--- src/rtl/lc3b_types.sv ---
// Shared types for the LC-3b memory hierarchy.
//   lc3b_word   : 16-bit address/data word
//   lc3b_line   : one 128-bit cache line
//   arb_state_t : cache_arbiter FSM states
package lc3b_types;

    localparam int LINE_BITS = 128;

    typedef logic [15:0]          lc3b_word;
    typedef logic [LINE_BITS-1:0] lc3b_line;

    typedef enum logic [1:0] {
        IDLE    = 2'd0,
        SERVE_I = 2'd1,
        SERVE_D = 2'd2
    } arb_state_t;

endpackage

--- src/rtl/cache_arbiter_if.sv ---
// Bus bundle between the two cache controllers, the arbiter and physical memory.
//   slave  : arbiter side (takes cache requests and memory responses,
//            drives cache responses, memory strobes and arb_busy)
//   master : environment side (caches plus memory model)
interface cache_arbiter_if;
    import lc3b_types::*;

    logic     icache_read;
    lc3b_word icache_address;
    logic     icache_resp;
    lc3b_line icache_rdata;

    logic     dcache_read;
    logic     dcache_write;
    lc3b_word dcache_address;
    lc3b_line dcache_wdata;
    logic     dcache_resp;
    lc3b_line dcache_rdata;

    logic     pmem_read;
    logic     pmem_write;
    lc3b_word pmem_address;
    lc3b_line pmem_wdata;
    logic     pmem_resp;
    lc3b_line pmem_rdata;

    logic     arb_busy;

    modport slave (
        input  icache_read, icache_address,
        output icache_resp, icache_rdata,
        input  dcache_read, dcache_write, dcache_address, dcache_wdata,
        output dcache_resp, dcache_rdata,
        output pmem_read, pmem_write, pmem_address, pmem_wdata,
        input  pmem_resp, pmem_rdata,
        output arb_busy
    );

    modport master (
        output icache_read, icache_address,
        input  icache_resp, icache_rdata,
        output dcache_read, dcache_write, dcache_address, dcache_wdata,
        input  dcache_resp, dcache_rdata,
        input  pmem_read, pmem_write, pmem_address, pmem_wdata,
        output pmem_resp, pmem_rdata,
        input  arb_busy
    );

endinterface

--- src/rtl/arb_streak_counter.sv ---
// Saturating count of consecutive D-cache grants made while an I-cache
// request was waiting.
//   clk, rst : clock, asynchronous active-high reset
//   inc      : add one (held at MAX_D_STREAK once reached)
//   clr      : return to zero (wins over inc)
//   count    : current streak
//   sat      : count has reached MAX_D_STREAK
module arb_streak_counter #(
    parameter int MAX_D_STREAK = 4
) (
    input  logic       clk,
    input  logic       rst,
    input  logic       inc,
    input  logic       clr,
    output logic [3:0] count,
    output logic       sat
);

    assign sat = (count == 4'(MAX_D_STREAK));

    always_ff @(posedge clk or posedge rst) begin
        if (rst) begin
            count <= '0;
        end else if (clr) begin
            count <= '0;
        end else if (inc && !sat) begin
            count <= count + 4'd1;
        end
    end

endmodule

--- src/rtl/cache_arbiter.sv ---
// Shares the single physical-memory port between the I-cache and D-cache.
// D misses win because they stall the pipeline; a streak counter hands the
// port to a waiting I request after MAX_D_STREAK consecutive D grants.
// One transaction is outstanding at a time; only IDLE arbitrates.
//   clk, rst : clock, asynchronous active-high reset
//   bus      : cache_arbiter_if.slave (cache request/response, pmem port, arb_busy)
module cache_arbiter
    import lc3b_types::*;
#(
    parameter int MAX_D_STREAK = 4
) (
    input  logic            clk,
    input  logic            rst,
    cache_arbiter_if.slave  bus
);

    arb_state_t state;
    logic       op_write;
    lc3b_word   addr_q;
    lc3b_line   wdata_q;

    logic       i_pend;
    logic       d_pend;
    logic       grant_i;
    logic       grant_d;
    logic       streak_inc;
    logic       streak_clr;
    logic       streak_sat;
    logic [3:0] d_streak;

    assign i_pend = bus.icache_read;
    assign d_pend = bus.dcache_read | bus.dcache_write;

    // D wins unless an I request has already waited through a full streak.
    always_comb begin
        grant_d = 1'b0;
        grant_i = 1'b0;
        if (state == IDLE) begin
            if (d_pend && !(i_pend && streak_sat)) begin
                grant_d = 1'b1;
            end else if (i_pend) begin
                grant_i = 1'b1;
            end
        end
    end

    assign streak_inc = grant_d & i_pend;
    assign streak_clr = grant_i | (grant_d & ~i_pend);

    arb_streak_counter #(
        .MAX_D_STREAK (MAX_D_STREAK)
    ) u_streak (
        .clk   (clk),
        .rst   (rst),
        .inc   (streak_inc),
        .clr   (streak_clr),
        .count (d_streak),
        .sat   (streak_sat)
    );

    always_ff @(posedge clk or posedge rst) begin
        if (rst) begin
            state    <= IDLE;
            op_write <= 1'b0;
            addr_q   <= '0;
            wdata_q  <= '0;
        end else begin
            case (state)
                IDLE: begin
                    if (grant_d) begin
                        state    <= SERVE_D;
                        addr_q   <= bus.dcache_address;
                        wdata_q  <= bus.dcache_wdata;
                        op_write <= bus.dcache_write;
                    end else if (grant_i) begin
                        state    <= SERVE_I;
                        addr_q   <= bus.icache_address;
                        wdata_q  <= '0;
                        op_write <= 1'b0;
                    end
                end
                SERVE_I, SERVE_D: begin
                    if (bus.pmem_resp) begin
                        state <= IDLE;
                    end
                end
                default: state <= IDLE;
            endcase
        end
    end

    assign bus.arb_busy     = (state != IDLE);
    assign bus.pmem_read    = bus.arb_busy & ~op_write;
    assign bus.pmem_write   = bus.arb_busy & op_write;
    assign bus.pmem_address = addr_q;
    assign bus.pmem_wdata   = wdata_q;

    // A response seen in IDLE belongs to nobody and is dropped here.
    assign bus.icache_resp  = (state == SERVE_I) & bus.pmem_resp;
    assign bus.dcache_resp  = (state == SERVE_D) & bus.pmem_resp;
    assign bus.icache_rdata = (state == SERVE_I) ? bus.pmem_rdata : '0;
    assign bus.dcache_rdata = (state == SERVE_D) ? bus.pmem_rdata : '0;

    logic unused_d_streak;
    assign unused_d_streak = ^d_streak;

endmodule
--- src/flat_wrapper.sv ---
// flat-port wrapper written by rule: the top's interface ports become plain ports
module cache_arbiter_flat import lc3b_types::*;
#(
    parameter int MAX_D_STREAK = 4
)
  (clk, rst, bus_icache_read, bus_icache_address, bus_icache_resp, bus_icache_rdata, bus_dcache_read, bus_dcache_write, bus_dcache_address, bus_dcache_wdata, bus_dcache_resp, bus_dcache_rdata, bus_pmem_read, bus_pmem_write, bus_pmem_address, bus_pmem_wdata, bus_pmem_resp, bus_pmem_rdata, bus_arb_busy);
  cache_arbiter_if bus_i ();
  input  logic clk;
  input  logic rst;
  input wire logic [$bits(bus_i.icache_read)-1:0] bus_icache_read;
  input wire logic [$bits(bus_i.icache_address)-1:0] bus_icache_address;
  output wire logic [$bits(bus_i.icache_resp)-1:0] bus_icache_resp;
  output wire logic [$bits(bus_i.icache_rdata)-1:0] bus_icache_rdata;
  input wire logic [$bits(bus_i.dcache_read)-1:0] bus_dcache_read;
  input wire logic [$bits(bus_i.dcache_write)-1:0] bus_dcache_write;
  input wire logic [$bits(bus_i.dcache_address)-1:0] bus_dcache_address;
  input wire logic [$bits(bus_i.dcache_wdata)-1:0] bus_dcache_wdata;
  output wire logic [$bits(bus_i.dcache_resp)-1:0] bus_dcache_resp;
  output wire logic [$bits(bus_i.dcache_rdata)-1:0] bus_dcache_rdata;
  output wire logic [$bits(bus_i.pmem_read)-1:0] bus_pmem_read;
  output wire logic [$bits(bus_i.pmem_write)-1:0] bus_pmem_write;
  output wire logic [$bits(bus_i.pmem_address)-1:0] bus_pmem_address;
  output wire logic [$bits(bus_i.pmem_wdata)-1:0] bus_pmem_wdata;
  input wire logic [$bits(bus_i.pmem_resp)-1:0] bus_pmem_resp;
  input wire logic [$bits(bus_i.pmem_rdata)-1:0] bus_pmem_rdata;
  output wire logic [$bits(bus_i.arb_busy)-1:0] bus_arb_busy;
  assign bus_i.icache_read = bus_icache_read;
  assign bus_i.icache_address = bus_icache_address;
  assign bus_icache_resp = bus_i.icache_resp;
  assign bus_icache_rdata = bus_i.icache_rdata;
  assign bus_i.dcache_read = bus_dcache_read;
  assign bus_i.dcache_write = bus_dcache_write;
  assign bus_i.dcache_address = bus_dcache_address;
  assign bus_i.dcache_wdata = bus_dcache_wdata;
  assign bus_dcache_resp = bus_i.dcache_resp;
  assign bus_dcache_rdata = bus_i.dcache_rdata;
  assign bus_pmem_read = bus_i.pmem_read;
  assign bus_pmem_write = bus_i.pmem_write;
  assign bus_pmem_address = bus_i.pmem_address;
  assign bus_pmem_wdata = bus_i.pmem_wdata;
  assign bus_i.pmem_resp = bus_pmem_resp;
  assign bus_i.pmem_rdata = bus_pmem_rdata;
  assign bus_arb_busy = bus_i.arb_busy;
  cache_arbiter #(.MAX_D_STREAK(MAX_D_STREAK)) u_core (.clk(clk), .rst(rst), .bus(bus_i));
endmodule
--- config.mk ---
export PLATFORM = sky130hd
export DESIGN_NAME = cache_arbiter_flat
export DESIGN_NICKNAME = d
export VERILOG_FILES = /design/src/rtl/lc3b_types.sv /design/src/rtl/cache_arbiter_if.sv /design/src/rtl/arb_streak_counter.sv /design/src/rtl/cache_arbiter.sv /design/src/flat_wrapper.sv
export SDC_FILE = /design/constraint.sdc
export NUM_CORES = 1
export LEC_CHECK = 0
export ABC_AREA = 1
export CORE_AREA = 2 2 273 275
export DETAILED_ROUTE_END_ITERATION = 16
export DIE_AREA = 0 0 275 277
export PLACE_DENSITY_LB_ADDON = 0.12
export RECOVER_POWER = 25
export SYNTH_ARGS = -nofsm -noshare
export SYNTH_HDL_FRONTEND = slang
export SYNTH_SLANG_ARGS = --single-unit
--- constraint.sdc ---
create_clock -name clk -period 13.8 [get_ports clk]
set_input_delay 4.14 -clock clk [delete_from_list [all_inputs] [get_ports clk]]
set_output_delay 4.14 -clock clk [all_outputs]
set_load 0.005 [all_outputs]
Word-level counts from Yosys, hierarchy flattened
Cells that the tools add are included. W data, S select, Z words.

Bits in registers: 151. Bits of input ports: 294. Output and inout bits: 405. Word-level logic and storage cells: 52.

Add/sub/neg operators: 1. Equality and inequality tests: 5. Multiplexer cells: 19. Bitwise operators: 10. Reduce and logical (&&, ||, !) cells: 12.

Operators with widths (count): $mux W128 (4); $mux W16 (2); $mux W4 (2); $mux W1 (7); $and A1 B1 Y1 (6); $mux W2 (3); $reduce_bool A2 Y1 (3); $add A4 B1 Y4 const B (1); $eq A4 B3 Y1 const B (1); $pmux W2 S2 (1); $reduce_and A2 Y1 (2); $logic_and A1 B1 Y1 (3); $ne A3 B1 Y1 const B (1); $eq A2 B1 Y1 const B (1); $eq A2 B2 Y1 const B (1); $logic_not A1 Y1 (2); $logic_not A2 Y1 (1); $ne A2 B2 Y1 const B (1); $not A1 Y1 (2); $or A1 B1 Y1 (2); $reduce_or A2 Y1 (1).

Depth between registers and ports, before layout
Depth after elaboration: 10. Depth in mapped cells: 12. Mapped depth without buffers: 10.

Cells and area by module
A second synthesis with hierarchy kept.

Cell total of the unflattened synthesis: 1274. Area total of the unflattened synthesis: 8255.4 um^2.

By module, submodules not included: cache_arbiter (instances 1, cells an instance 1241, area each 7998.9 um^2, seq. area each 3678.5 um^2); arb_streak_counter (instances 1, cells an instance 33, area each 256.5 um^2, seq. area each 100.1 um^2).

Worst setup path before layout
OpenSTA, ideal clock, no wires.

Path kind: in2out. Start: input port bus_pmem_rdata[127]. End: output port bus_icache_rdata[127]. Data arrival time: 4.242 ns. Required time: 9.660 ns. Path slack: 5.418 ns. Cell stages on the path: 2. Path buffers: 0. Path through: nand2_1 -> inv_1.

Longest elaborated chain between the ends: 1.

Ends and longest elaborated chain: start: declaration (RTL line flat_wrapper.sv:25) `input wire logic [$bits(bus_i.pmem_rdata)-1:0] bus_pmem_rdata;`; $mux W128 (RTL line cache_arbiter.sv:101) `assign bus.icache_rdata = (state == SERVE_I) ? bus.pmem_rdata : '0;`; end: declaration (RTL line flat_wrapper.sv:13) `output wire logic [$bits(bus_i.icache_rdata)-1:0] bus_icache_rdata;`.

Every way passes these cells.

Final worst setup path
Start: input port bus_pmem_rdata[95]. End: output port bus_icache_rdata[95].

The elaborated chain is that of the path after synthesis.

==> flow_summary.ini <==
[run_status]
status = complete, but fails checks
violations = capacitance limit, slew limit

[routing]
drt-wirelength-per-cell_um = 17.92
ant_nets = 0
vias = 10060
firstDrtPassIters = 4
viasPerCell = 3.390
routed_wl_mm = 53.16
drcViolationCount = 0
first_iter_violations = 388

[timing]
tns_ns = 0
setup_viol = 0
fmax_mhz = 102.8
rsz0062_at_grt = false
relSlewSlack = -1.756
whs_ns = 0.4751
tightest_slew_ns = 4.112
drv_slew = 85
period_needed_ns = 9.724
final_hold_viol_count = 0
skew_ns = 0.009980
timing.final.crit_share = 0.7046

[clock_tree]
clock_path_buffers = 2
cts_setup_buffers = 0
cts.repair.resized = 0
cts_made_buffers = 17
h-tree-depth = 4
insertion_delay_ns = 0.45
cts_tree = built
cts_root_buf = clkbuf_16
clock_sinks = 151
clkTransAtPathRegs_ns = 0.07
hold_buffers = 0

[worst_setup_path]
endpoint_kind = output port
r2r-end = u_core.bus.pmem_address[14]
critPathMaxFanout = 2
crit_type = input port to output port
rr_startpoint = u_core.state[0]
cp.required_ns = 9.66
reg2reg_depth = 8
r2r_slack_ns = 10.70
worst-endpoint-arrival_ns = 5.58
startpoint_type = input port

[floorplanning]
die_area_um2 = 76180
fp.dieW_um = 275
coreArea_um2 = 73570
pin_count = 699
start_util = 0.1153
num_rows = 100
die_h_um = 277

[synthesis]
synth.cell_area_um2 = 8483
syn-num-nets = 1617
syn_avg_cell_area_um2 = 6.436
synth_cell_types = 18
ys_seq_area_frac = 0.4454
syn_inst = 1318
yosys_warnings = 0
ys_seq_elements = 151

[cells_and_area]
n_fill_cell = 8258
areaGrowthSynthToFinish_pct = 101.0
finalNonFillerCells = 2966
nNetsFinal = 2275
final_util = 0.2317
drive_above_1_share = 0.02262

[power_and_ir_drop]
p_leak_nw = 9.410
power.density_nw_per_um2 = 165.8
max-vdd-ir-drop_mv = 0.09035

[global_routing]
grt_usage = 0.1350
grt_pass1_wl_mm = 73.57
grt_pass1_vias = 10070
antenna_found_initial = 24
globalRouteOverflowTotal = 0
grt_start_max_net_pins = 93

[worst_hold_path]
hold_class = register to register
hold-path-endpoint = u_core.bus.pmem_address[11]
hold_start = u_core.bus.pmem_address[11]
holdPathStages = 2

[placement]
gp_congestion = 0.8958
dp_hpwl_mm = 42.86
portBuffers = 698
dp_cells = 2926

[flow_run]
maxCapViolCount = 1
-- placed cells by master, fill, tap and decap left out, types with 6 or more instances in the layout --
| master | count |
|---|---|
| dfrtp_1 | 151 |
| clkdlybuf4s50_1 | 604 |
| nand2_1 | 482 |
| nand3_1 | 20 |
| dlygate4sd3_1 | 94 |
| inv_6 | 6 |
| o21ai_1 | 13 |
| clkbuf_16 | 17 |
| inv_1 | 449 |
| diode_2 | 8 |
| buf_4 | 7 |
| o21ai_0 | 119 |
-- power by group --
group	total (mW)	switching (mW)	internal, mW
registers	0.763	0.112	0.651
logic	1.58	0.789	0.796
clock network	0.479	0.226	0.253
total	2.83	1.13	1.70
-- through the flow --
stage               cell area [µm²]  total power, mW  setup slack [ns]
finish                        17050            2.827             4.076
global route                  17050            3.087             4.056
CTS                           17030            2.970             4.060
detailed placement            16460            2.459             4.063
global placement              16460            2.463             4.021
floorplan                      8483            1.345             5.418
-- per-layer routing --
| metal | GRT usage | routed length [µm] |
|---|---|---|
| met1 | 0.1334 | 18690 |
| met2 | 0.2431 | 27060 |
| met3 | 0.06096 | 5653 |
| met4 | 0.05433 | 1688 |
| met5 | 0 | 62 |
-- synth_stat cells --
cell type | n | share of area
nand2_1 | 483 | 0.21
inv_1 | 450 | 0.20
dfrtp_1 | 151 | 0.45
o21ai_0 | 119 | 0.070
clkbuf_1 | 41 | 0.018
nand3_1 | 20 | 0.012
buf_2 | 18 | 0.011
o21ai_1 | 13 | 0.0077
buf_6 | 5 | 0.0066
ha_1 | 5 | 0.0074
nor2_1 | 4 | 0.0018
buf_4 | 2 | 0.0018
nand4_1 | 2 | 0.0015
inv_2 | 1 | 0.00044
nand3_2 | 1 | 0.0012
nand3b_1 | 1 | 0.00089
o22ai_1 | 1 | 0.00074
xor2_1 | 1 | 0.0010
-- state kept, by name (all words and copies together) (netlist names) --
register,cells
u_core.bus.pmem_address,16
u_core.bus.pmem_wdata,128
u_core.op_write,1
u_core.state,2
u_core.u_streak.count,4
-- worst max-delay path by stage --
stage | startpoint | endpoint
6_report | bus_pmem_rdata[95] | bus_icache_rdata[95]
5_1_grt | bus_pmem_rdata[89] | bus_icache_rdata[89]
4_1_cts | bus_pmem_rdata[89] | bus_icache_rdata[89]
3_5_place_dp | bus_pmem_rdata[89] | bus_icache_rdata[89]
3_3_place_gp | bus_pmem_rdata[89] | bus_icache_rdata[89]
2_1_floorplan | bus_pmem_rdata[127] | bus_icache_rdata[127]
-- logic make-up after synthesis --
| kind of cell | count (synthesis) | synth area share |
|---|---|---|
| flip-flops | 151 | 0.4454 |
| adder cells (fa/ha/maj) | 5 | 0.007375 |
| XOR/XNOR | 1 | 0.001033 |
| AND/OR/NAND/NOR | 511 | 0.2308 |
| AO/OA/AOI/OAI | 133 | 0.07861 |
| buffers and inverters | 517 | 0.2367 |
-- final cells by class --
| type | count | area, µm² | share of cell area |
|---|---|---|---|
| antenna | 8 | 20.02 | 0.001174 |
| clock buffer | 17 | 425.4 | 0.02495 |
| clock inverter | 15 | 141.4 | 0.008294 |
| inverter | 451 | 1694 | 0.09938 |
| multi-input combinational | 650 | 2736 | 0.1605 |
| sequential | 151 | 3779 | 0.2217 |
| tap | 969 | 1212 | 0.07112 |
| timing repair buffer | 705 | 7039 | 0.4129 |
-- worst max-delay path, cell delays in order --
cell and delay (ns):
clkdlybuf4s50_1 0.60, nand2_1 0.09, inv_1 0.09, clkdlybuf4s50_1 0.66
Power figures use the tool's default switching activity.
